==> config.mk <==
export PLATFORM = sky130hd
export DESIGN_NAME = checker_line_arbiter_flat
export DESIGN_NICKNAME = d
export VERILOG_FILES = /design/src/rtl/checker_line_arbiter_if.sv /design/src/rtl/checker_line_arbiter.sv /design/src/flat_wrapper.sv
export SDC_FILE = /design/constraint.sdc
export NUM_CORES = 1
export LEC_CHECK = 0
export CAP_MARGIN = 20
export CORE_MARGIN = 10
export CORE_UTILIZATION = 40
export DETAILED_ROUTE_END_ITERATION = 7
export GPL_TIMING_DRIVEN = 0
export PLACE_DENSITY_LB_ADDON = 0.08
export REMOVE_ABC_BUFFERS = 1
export SLEW_MARGIN = 20
export SYNTH_ARGS = -nofsm -noshare
export SYNTH_HDL_FRONTEND = slang
export SYNTH_SLANG_ARGS = --single-unit
==> constraint.sdc <==
create_clock -name clk -period 6.79 [get_ports clk]
set_clock_uncertainty 0.15 [all_clocks]
set_input_delay 1.0185 -clock clk [delete_from_list [all_inputs] [get_ports clk]]
set_output_delay 1.0185 -clock clk [all_outputs]
set_load 0.01 [all_outputs]
==> src/rtl/checker_line_arbiter_if.sv <==
// checker_line_arbiter_if: trace-source, checker and result signals of the line arbiter
interface checker_line_arbiter_if #(
  parameter int N_REQ = 4,
  parameter int ID_W = 2
);
  logic [N_REQ-1:0] req_valid;
  logic [8*N_REQ-1:0] req_char;
  logic [16*N_REQ-1:0] req_freq;
  logic [N_REQ-1:0] req_ready;
  logic [7:0] chk_char;
  logic [15:0] chk_freq;
  logic [1:0] chk_format_type;
  logic [3:0] chk_error_code;
  logic res_valid;
  logic [ID_W-1:0] res_id;
  logic [1:0] res_format;
  logic [3:0] res_error;
  logic res_abort;
  logic busy;
  modport master (
    output req_valid, req_char, req_freq, chk_format_type, chk_error_code,
    input req_ready, chk_char, chk_freq, res_valid, res_id, res_format, res_error, res_abort, busy
  );
  modport slave (
    input req_valid, req_char, req_freq, chk_format_type, chk_error_code,
    output req_ready, chk_char, chk_freq, res_valid, res_id, res_format, res_error, res_abort, busy
  );
endinterface

==> src/rtl/checker_line_arbiter.sv <==
// checker_line_arbiter: round-robin, whole-line sharing of one cpu_checker among trace sources
module checker_line_arbiter #(
  parameter int N_REQ = 4,
  parameter int ID_W = 2,
  parameter int MAX_LEN = 64,
  parameter logic [7:0] IDLE_CHAR = 8'h00
) (
  input logic clk,
  input logic reset,
  checker_line_arbiter_if.slave bus
);
  typedef enum logic [1:0] {S_IDLE, S_STREAM, S_WAIT, S_REPORT} state_t;
  localparam logic [6:0] L_MAX = 7'(MAX_LEN);
  state_t r_state, w_next;
  logic [ID_W-1:0] r_rr, r_id, r_res_id, w_win;
  logic [6:0] r_len, w_len_inc;
  logic [15:0] r_freq;
  logic [1:0] r_res_format;
  logic [3:0] r_res_error;
  logic r_res_valid, r_res_abort;
  logic [N_REQ-1:0] w_caret, w_ready;
  logic w_hit, w_arb, w_vid, w_grant;
  logic [7:0] w_cid, w_char;
  assign w_arb = r_state == S_IDLE || r_state == S_REPORT;
  assign w_vid = bus.req_valid[r_id];
  assign w_cid = bus.req_char[8*r_id +: 8];
  assign w_len_inc = &r_len ? r_len : r_len + 7'd1;
  assign w_grant = w_arb && w_hit;
  // requesters currently offering a line start '^'
  always_comb begin
    for (int i = 0; i < N_REQ; i++) w_caret[i] = bus.req_valid[i] && bus.req_char[8*i +: 8] == 8'h5e;
  end
  // first '^' holder at or after r_rr wins; scanning downward lets the nearest one overwrite
  always_comb begin
    w_hit = 1'b0;
    w_win = '0;
    for (int k = N_REQ - 1; k >= 0; k--) begin
      if (w_caret[(int'(r_rr) + k) % N_REQ]) begin
        w_hit = 1'b1;
        w_win = ID_W'((int'(r_rr) + k) % N_REQ);
      end
    end
  end
  // state register
  always_ff @(posedge clk) r_state <= reset ? S_IDLE : w_next;
  // next state; REPORT re-arbitrates so a new line can start alongside the result strobe
  always_comb begin
    w_next = w_arb ? (w_hit ? S_STREAM : S_IDLE)
           : r_state == S_WAIT ? S_REPORT
           : !w_vid ? S_REPORT
           : w_cid == 8'h23 ? S_WAIT
           : w_len_inc == L_MAX ? S_REPORT : S_STREAM;
  end
  // ready and forwarded char; non-'^' chars are drained while no line is owned
  always_comb begin
    w_ready = '0;
    w_char = IDLE_CHAR;
    if (!reset && r_state == S_STREAM) begin
      w_ready[r_id] = w_vid;
      w_char = w_vid ? w_cid : IDLE_CHAR;
    end else if (!reset && w_arb) begin
      for (int i = 0; i < N_REQ; i++)
        w_ready[i] = bus.req_valid[i] && (!w_caret[i] || (w_hit && w_win == ID_W'(i)));
      w_char = w_hit ? 8'h5e : IDLE_CHAR;
    end
  end
  // grant bookkeeping, line length and result capture
  always_ff @(posedge clk) begin
    if (reset) begin
      r_rr <= '0;
      r_id <= '0;
      r_len <= '0;
      r_freq <= '0;
      r_res_valid <= 1'b0;
      r_res_id <= '0;
      r_res_format <= '0;
      r_res_error <= '0;
      r_res_abort <= 1'b0;
    end else begin
      r_res_valid <= 1'b0;
      if (w_grant) begin
        r_rr <= w_win == ID_W'(N_REQ - 1) ? '0 : w_win + 1'b1;
        r_id <= w_win;
        r_len <= 7'd1;
        r_freq <= bus.req_freq[16*w_win +: 16];
      end
      if (r_state == S_STREAM && w_vid) r_len <= w_len_inc;
      if (r_state == S_WAIT || (r_state == S_STREAM && w_next == S_REPORT)) begin
        r_res_valid <= 1'b1;
        r_res_id <= r_id;
        r_res_abort <= r_state == S_STREAM;
        r_res_format <= r_state == S_WAIT ? bus.chk_format_type : 2'd0;
        r_res_error <= r_state == S_WAIT ? bus.chk_error_code : 4'd0;
      end
    end
  end
  assign bus.req_ready = w_ready;
  assign bus.chk_char = w_char;
  assign bus.chk_freq = r_freq;
  assign bus.res_valid = r_res_valid;
  assign bus.res_id = r_res_id;
  assign bus.res_format = r_res_format;
  assign bus.res_error = r_res_error;
  assign bus.res_abort = r_res_abort;
  assign bus.busy = r_state != S_IDLE;
endmodule

==> src/flat_wrapper.sv <==
// flat-port wrapper written by rule: the top's interface ports become plain ports
module checker_line_arbiter_flat 
#(
  parameter int N_REQ = 4,
  parameter int ID_W = 2,
  parameter int MAX_LEN = 64,
  parameter logic [7:0] IDLE_CHAR = 8'h00
)
  (clk, reset, bus_req_valid, bus_req_char, bus_req_freq, bus_chk_format_type, bus_chk_error_code, bus_req_ready, bus_chk_char, bus_chk_freq, bus_res_valid, bus_res_id, bus_res_format, bus_res_error, bus_res_abort, bus_busy);
  checker_line_arbiter_if #(.N_REQ(N_REQ), .ID_W(ID_W)) bus_i ();
  input logic clk;
  input logic reset;
  input wire logic [$bits(bus_i.req_valid)-1:0] bus_req_valid;
  input wire logic [$bits(bus_i.req_char)-1:0] bus_req_char;
  input wire logic [$bits(bus_i.req_freq)-1:0] bus_req_freq;
  input wire logic [$bits(bus_i.chk_format_type)-1:0] bus_chk_format_type;
  input wire logic [$bits(bus_i.chk_error_code)-1:0] bus_chk_error_code;
  output wire logic [$bits(bus_i.req_ready)-1:0] bus_req_ready;
  output wire logic [$bits(bus_i.chk_char)-1:0] bus_chk_char;
  output wire logic [$bits(bus_i.chk_freq)-1:0] bus_chk_freq;
  output wire logic [$bits(bus_i.res_valid)-1:0] bus_res_valid;
  output wire logic [$bits(bus_i.res_id)-1:0] bus_res_id;
  output wire logic [$bits(bus_i.res_format)-1:0] bus_res_format;
  output wire logic [$bits(bus_i.res_error)-1:0] bus_res_error;
  output wire logic [$bits(bus_i.res_abort)-1:0] bus_res_abort;
  output wire logic [$bits(bus_i.busy)-1:0] bus_busy;
  assign bus_i.req_valid = bus_req_valid;
  assign bus_i.req_char = bus_req_char;
  assign bus_i.req_freq = bus_req_freq;
  assign bus_i.chk_format_type = bus_chk_format_type;
  assign bus_i.chk_error_code = bus_chk_error_code;
  assign bus_req_ready = bus_i.req_ready;
  assign bus_chk_char = bus_i.chk_char;
  assign bus_chk_freq = bus_i.chk_freq;
  assign bus_res_valid = bus_i.res_valid;
  assign bus_res_id = bus_i.res_id;
  assign bus_res_format = bus_i.res_format;
  assign bus_res_error = bus_i.res_error;
  assign bus_res_abort = bus_i.res_abort;
  assign bus_busy = bus_i.busy;
  checker_line_arbiter #(.N_REQ(N_REQ), .ID_W(ID_W), .MAX_LEN(MAX_LEN), .IDLE_CHAR(IDLE_CHAR)) u_core (.clk(clk), .reset(reset), .bus(bus_i));
endmodule
======== Word level (Yosys, flattened, before mapping) ========
Cells that the tools add are included.
storage, ports and cells
  register bits ........................... 39
  word-level logic and storage cells ...... 119
operators by class
  equal/unequal tests ..................... 13
  magnitude comparators ................... 6
  multiplexer cells ....................... 42
  bitwise operators ....................... 4
  reduce and logical (&&, ||, !) cells .... 37
  add/subtract/negate cells ............... 5
  shift operators ......................... 2
operators with widths
  kind                   count
  $shiftx A64 B7 Y16     1
  $eq A8 B7 Y1 const B   4
  $shiftx A32 B6 Y8      1
  $mux W7                4
  $mux W8                3
  $mux W2                11
  $logic_and A1 B1 Y1    18
  $mux W1                15
  $lt A3 B4 Y1 const B   3
  $mux W4                3
  $bmux W1 S2            5
  $eq A2 B2 Y1 const B   5
  $eq A8 B6 Y1 const B   1
  $add A7 B1 Y7 const B  1
  $eq A7 B7 Y1 const B   1
  $reduce_and A7 Y1      1
  $logic_or A1 B1 Y1     6
  $lt A2 B3 Y1 const B   2
  $reduce_or A2 Y1       3
  $logic_not A1 Y1       5
  $add A2 B1 Y2 const B  2
  $add A2 B2 Y2 const B  2
  $and A4 B4 Y4          1
  $eq A2 B1 Y1 const B   2
  5 further kinds        9

======== Depth between registers and ports, before layout ========
  depth in word-level cells ............... 16
  mapped depth ............................ 10
  depth with buffers taken out ............ 8

======== Least setup slack after synthesis ========
Ideal clock, no wire load.
  path type ............................... input to output
  start ................................... input bus_req_char[15]
  end ..................................... output bus_req_ready[3]
  stages .................................. 9
  arrival ................................. 2.904 ns
  setup slack ............................. 2.717 ns
  path buffers ............................ 2
  cells stage by stage .................... nand4b_1 nor4_1 a221o_1 o2bb2a_1 buf_2 buf_2 ha_1 o211ai_1 o21ai_0
between the ends
  word-level cells in the longest chain between the ends .. 15
  elaborated cells on any way between the ends .. 27
  those cells by class .................... eq/ne (2); mux (21); reduce/logical (4)
ends and longest elaborated chain
  element                                     line                        source
  start: declaration                          flat_wrapper.sv:14          input wire logic [$bits(bus_i.req_char)-1:0] bus_req_char;
  $eq A8 B7 Y1 (*)                            checker_line_arbiter.sv:31  for (int i = 0; i < N_REQ; i++) w_caret[i] = bus.req_valid[i] && bus.req_char[8*i +: 8] == 8'h5e;
  $logic_and A1 B1 Y1 (*)                     checker_line_arbiter.sv:31
  $bmux W1 S2                                 checker_line_arbiter.sv:38  if (w_caret[(int'(r_rr) + k) % N_REQ]) begin
  $mux W1 (not written as such) (2 in a row)  checker_line_arbiter.sv:38
  $mux W2 (4 in a row)                        checker_line_arbiter.sv:38
  $eq A2 B2 Y1                                checker_line_arbiter.sv:63  w_ready[i] = bus.req_valid[i] && (!w_caret[i] || (w_hit && w_win == ID_W'(i)));
  $logic_and A1 B1 Y1 (*)                     checker_line_arbiter.sv:63
  $logic_or A1 B1 Y1 (*)                      checker_line_arbiter.sv:63
  $logic_and A1 B1 Y1 (*)                     checker_line_arbiter.sv:63
  $mux W4 (*)                                 checker_line_arbiter.sv:61  end else if (!reset && w_arb) begin
  $mux W4 (*)                                 checker_line_arbiter.sv:58  if (!reset && r_state == S_STREAM) begin
  end: declaration                            flat_wrapper.sv:18          output wire logic [$bits(bus_i.req_ready)-1:0] bus_req_ready;
Mark *: on every way between the ends. The rest lies on a longest branch, timed or not. The select of a mux whose other input is x is not followed.

======== Worst setup path after layout ========
  start ................................... input bus_req_char[22]
  end ..................................... output bus_req_ready[3]
Same word-level chain as after synthesis.

==> summary.txt <==
Cells and area
  • Layout Nets: 549
  • Final instance area: 4380 um^2
  • Final Non-Filler Cells: 533
  • Filler Cells Inserted: 601
  • Ant. Diodes: 0
  • Share of post-route cells with drive strength above 1: 7.78%
  • Area Growth Syn to Fin: 55.2%

Drt
  • Via count: 2885
  • Via-per-instance ratio: 5.41
  • WL final: 9670 um
  • Drt drc: 0
  • Drt pass-1 iters: 4
  • WL met3: 820 um
  • WL per Instance: 18.1 um
  • Remaining antenna violation count: 0
  • Met2 routed WL: 5020 um
  • DR top layer: met4
  • Detailed Route Iter0 Violations: 91
  • DRT met1 WL: 3650 um

Floorplanning
  • # rows: 30
  • Chip height: 104 um
  • Core box area: 6830 um^2
  • Starting Density: 41.3%
  • Die area: 10800 um^2
  • Io pins: 147
  • Chip width: 104 um

STA
  • Final Max Slew Viols: 0
  • Final Hold Vio Count: 0
  • Slew margin rel.: 32.6%
  • Fin Hold WS: 0.325 ns
  • Final setup violation count: 0
  • Final Critical Period: 5.16 ns
  • Period utilization: 75.9%
  • Max Fclk: 194 MHz
  • RSZ-0062 raised after global routing: false
  • Setup TNS: 0 ns
  • Worst-Margin Slew: 1.01 ns

Logic synthesis
  • Synth top area share: 27.7%
  • Synthesized area per cell: 9.28 um^2
  • Synth top area cells: dfxtp_1 (28%), mux2i_1 (13%), mux4_2 (7.2%)
  • Number of synthesized flops with an enable pin: 0
  • Async SR Flop Fraction: 0%
  • Yosys warnings: 0
  • Primary FF master, synth: dfxtp_1
  • Synth Instances: 304
  • Netlist cell types: 55
  • Seq/Total Area, Yosys: 27.7%
  • Yosys reg bits: 39
  • Syn Std Cell Area: 2820 um^2
  • Top-count cell post-synth: dfxtp_1
  • Synth area leader: dfxtp_1
  • Top cells by count, synth: dfxtp_1 (39), mux2i_1 (37), nand2_1 (19)

GRT
  • Global-route wire length before repair: 15700 um
  • Congestion Overflow GR: 0
  • Global-route total usage across every layer: 17.3%
  • Vias in the first global route: 3027
  • Largest net degree at the start of global routing: 47
  • Initial antenna violation count: 0

Place
  • Placed insts: 525
  • Dpl hpwl: 7890 um
  • PortBufs: 146
  • GPL Wtd Cong: 0.859
  • Placed cell area: 4290 um^2

Setup path
  • Crit-path max FO: 14
  • Setup crit end kind: primary output
  • Crit path required time: 5.62 ns
  • Worst reg-to-reg setup slack: 3.84 ns
  • Critical Path Source Type: input pin
  • Arrival time at the worst endpoint: 3.99 ns
  • Crit path kind: in -> out

Clock network
  • CTS sink cnt: 39
  • Worst-case clock buffer depth: 2
  • CTS Root Cell: clkbuf_8
  • Post-CTS Resized: 0
  • # H-tree levels: 2
  • Clock Latency Late Sink: 0.30 ns
  • CTS tree: yes
  • CTS buffer count: 5
  • Clk slew on worst S/H paths: 0.08 ns
  • CTS Hold Bufs: 0
  • Post-CTS Repair Setup Buffers: 0

Min path
  • Worst min path class: reg -> reg

Run
  • Max-cap viol count: 0

Power
  • Peak supply drop: 0.0710 mV
  • LEAKAGE: 1.51 nW
  • Power Density: 114 nW/um^2

Status
  • Outcome: finished, final reports clean
## layout by cell type, fill, tap and decap left out, drive strengths merged, types with 3 or more instances in the layout
cell           instances
ha                     5
nand3                  4
clkdlybuf4s50        145
dfxtp                 39
o21ai                 15
or3                    5
nor2                  13
clkbuf                 5
mux4                   9
and2                   5
nand2                 19
nor3                   7
mux2i                 37
a32o                   3
a31oi                  3
nor3b                  3
a21o                   6
inv                   11
nand3b                18
nor2b                  9
a21oi                 17
nand2b                 5
o221ai                16
## path summary, 6_finish.rpt
kind	cells past startpoint	endpoint	start
min reg2reg	2	u_core.bus.res_abort$_SDFFE_PP0P_	u_core.bus.res_abort$_SDFFE_PP0P_
max reg2reg	5	u_core.bus.chk_freq[4]$_SDFFE_PP0P_	u_core.r_state[0]$_SDFF_PP0_
max	9	bus_req_ready[3]	bus_req_char[22]
min	2	u_core.bus.res_abort$_SDFFE_PP0P_	u_core.bus.res_abort$_SDFFE_PP0P_
## layer usage
metal  up-vias  GRT usage, %
met5         -             0
met4         0          5.67
met1      1341          18.2
met2        99          30.8
met3        15          6.69
li1       1430             -
## sequential cells by signal, summed over array words and instances (netlist names)
register / count
u_core.bus.chk_freq: 16
u_core.r_len: 7
u_core.bus.res_error: 4
u_core.bus.res_format: 2
u_core.bus.res_id: 2
u_core.r_id: 2
u_core.r_rr: 2
u_core.r_state: 2
u_core.bus.res_abort: 1
u_core.bus.res_valid: 1
## critical path: stages
cell and delay, ns:
clkdlybuf4s50_1 0.47, nor4bb_1 0.34, nand4_1 0.30, a221o_1 0.34
o2bb2a_2 0.49, ha_1 0.23, o211ai_1 0.09, o21ai_0 0.11
clkdlybuf4s50_1 0.59
## final cells by class
type / count / area, um^2 / share of cell area, %
sequential: 39 / 781 / 17.8
inverter: 11 / 41.3 / 0.943
timing repair buffer: 147 / 1480 / 33.7
clock inverter: 3 / 25.0 / 0.571
multi-input combinational: 232 / 1870 / 42.6
clock buffer: 5 / 68.8 / 1.57
tap: 96 / 120 / 2.74
## cells by family after synthesis
| group | after synthesis | synth area share (%) |
|---|---|---|
| fa+ha+maj | 5 | 2.22 |
| simple gates | 103 | 21.4 |
| mux | 47 | 20.7 |
| flops | 39 | 27.7 |
| buf+inv | 33 | 6.21 |
| compound gates | 76 | 21.5 |
| xor+xnor | 1 | 0.310 |
## stage by stage
| stage | power, mW | util (%) | setup slack [ns] |
|---|---|---|---|
| after floorplan | 0.260 | - | 1.96 |
| after global placement | 0.337 | 62.5 | 0.431 |
| after detailed placement | 0.338 | 62.7 | 1.66 |
| after CTS | 0.503 | 64.1 | 1.64 |
| after global routing | 0.520 | 64.1 | 1.43 |
| final | 0.499 | 64.1 | 1.63 |
## power by group
group	switching (mW)	leakage [nW]	internal, mW
registers	0.000578	0.314	0.229
clock network	0.0935	0.0443	0.0735
logic	0.0308	1.15	0.0716
total	0.125	1.51	0.375
Note: power is estimated with default switching activity, not from simulation.
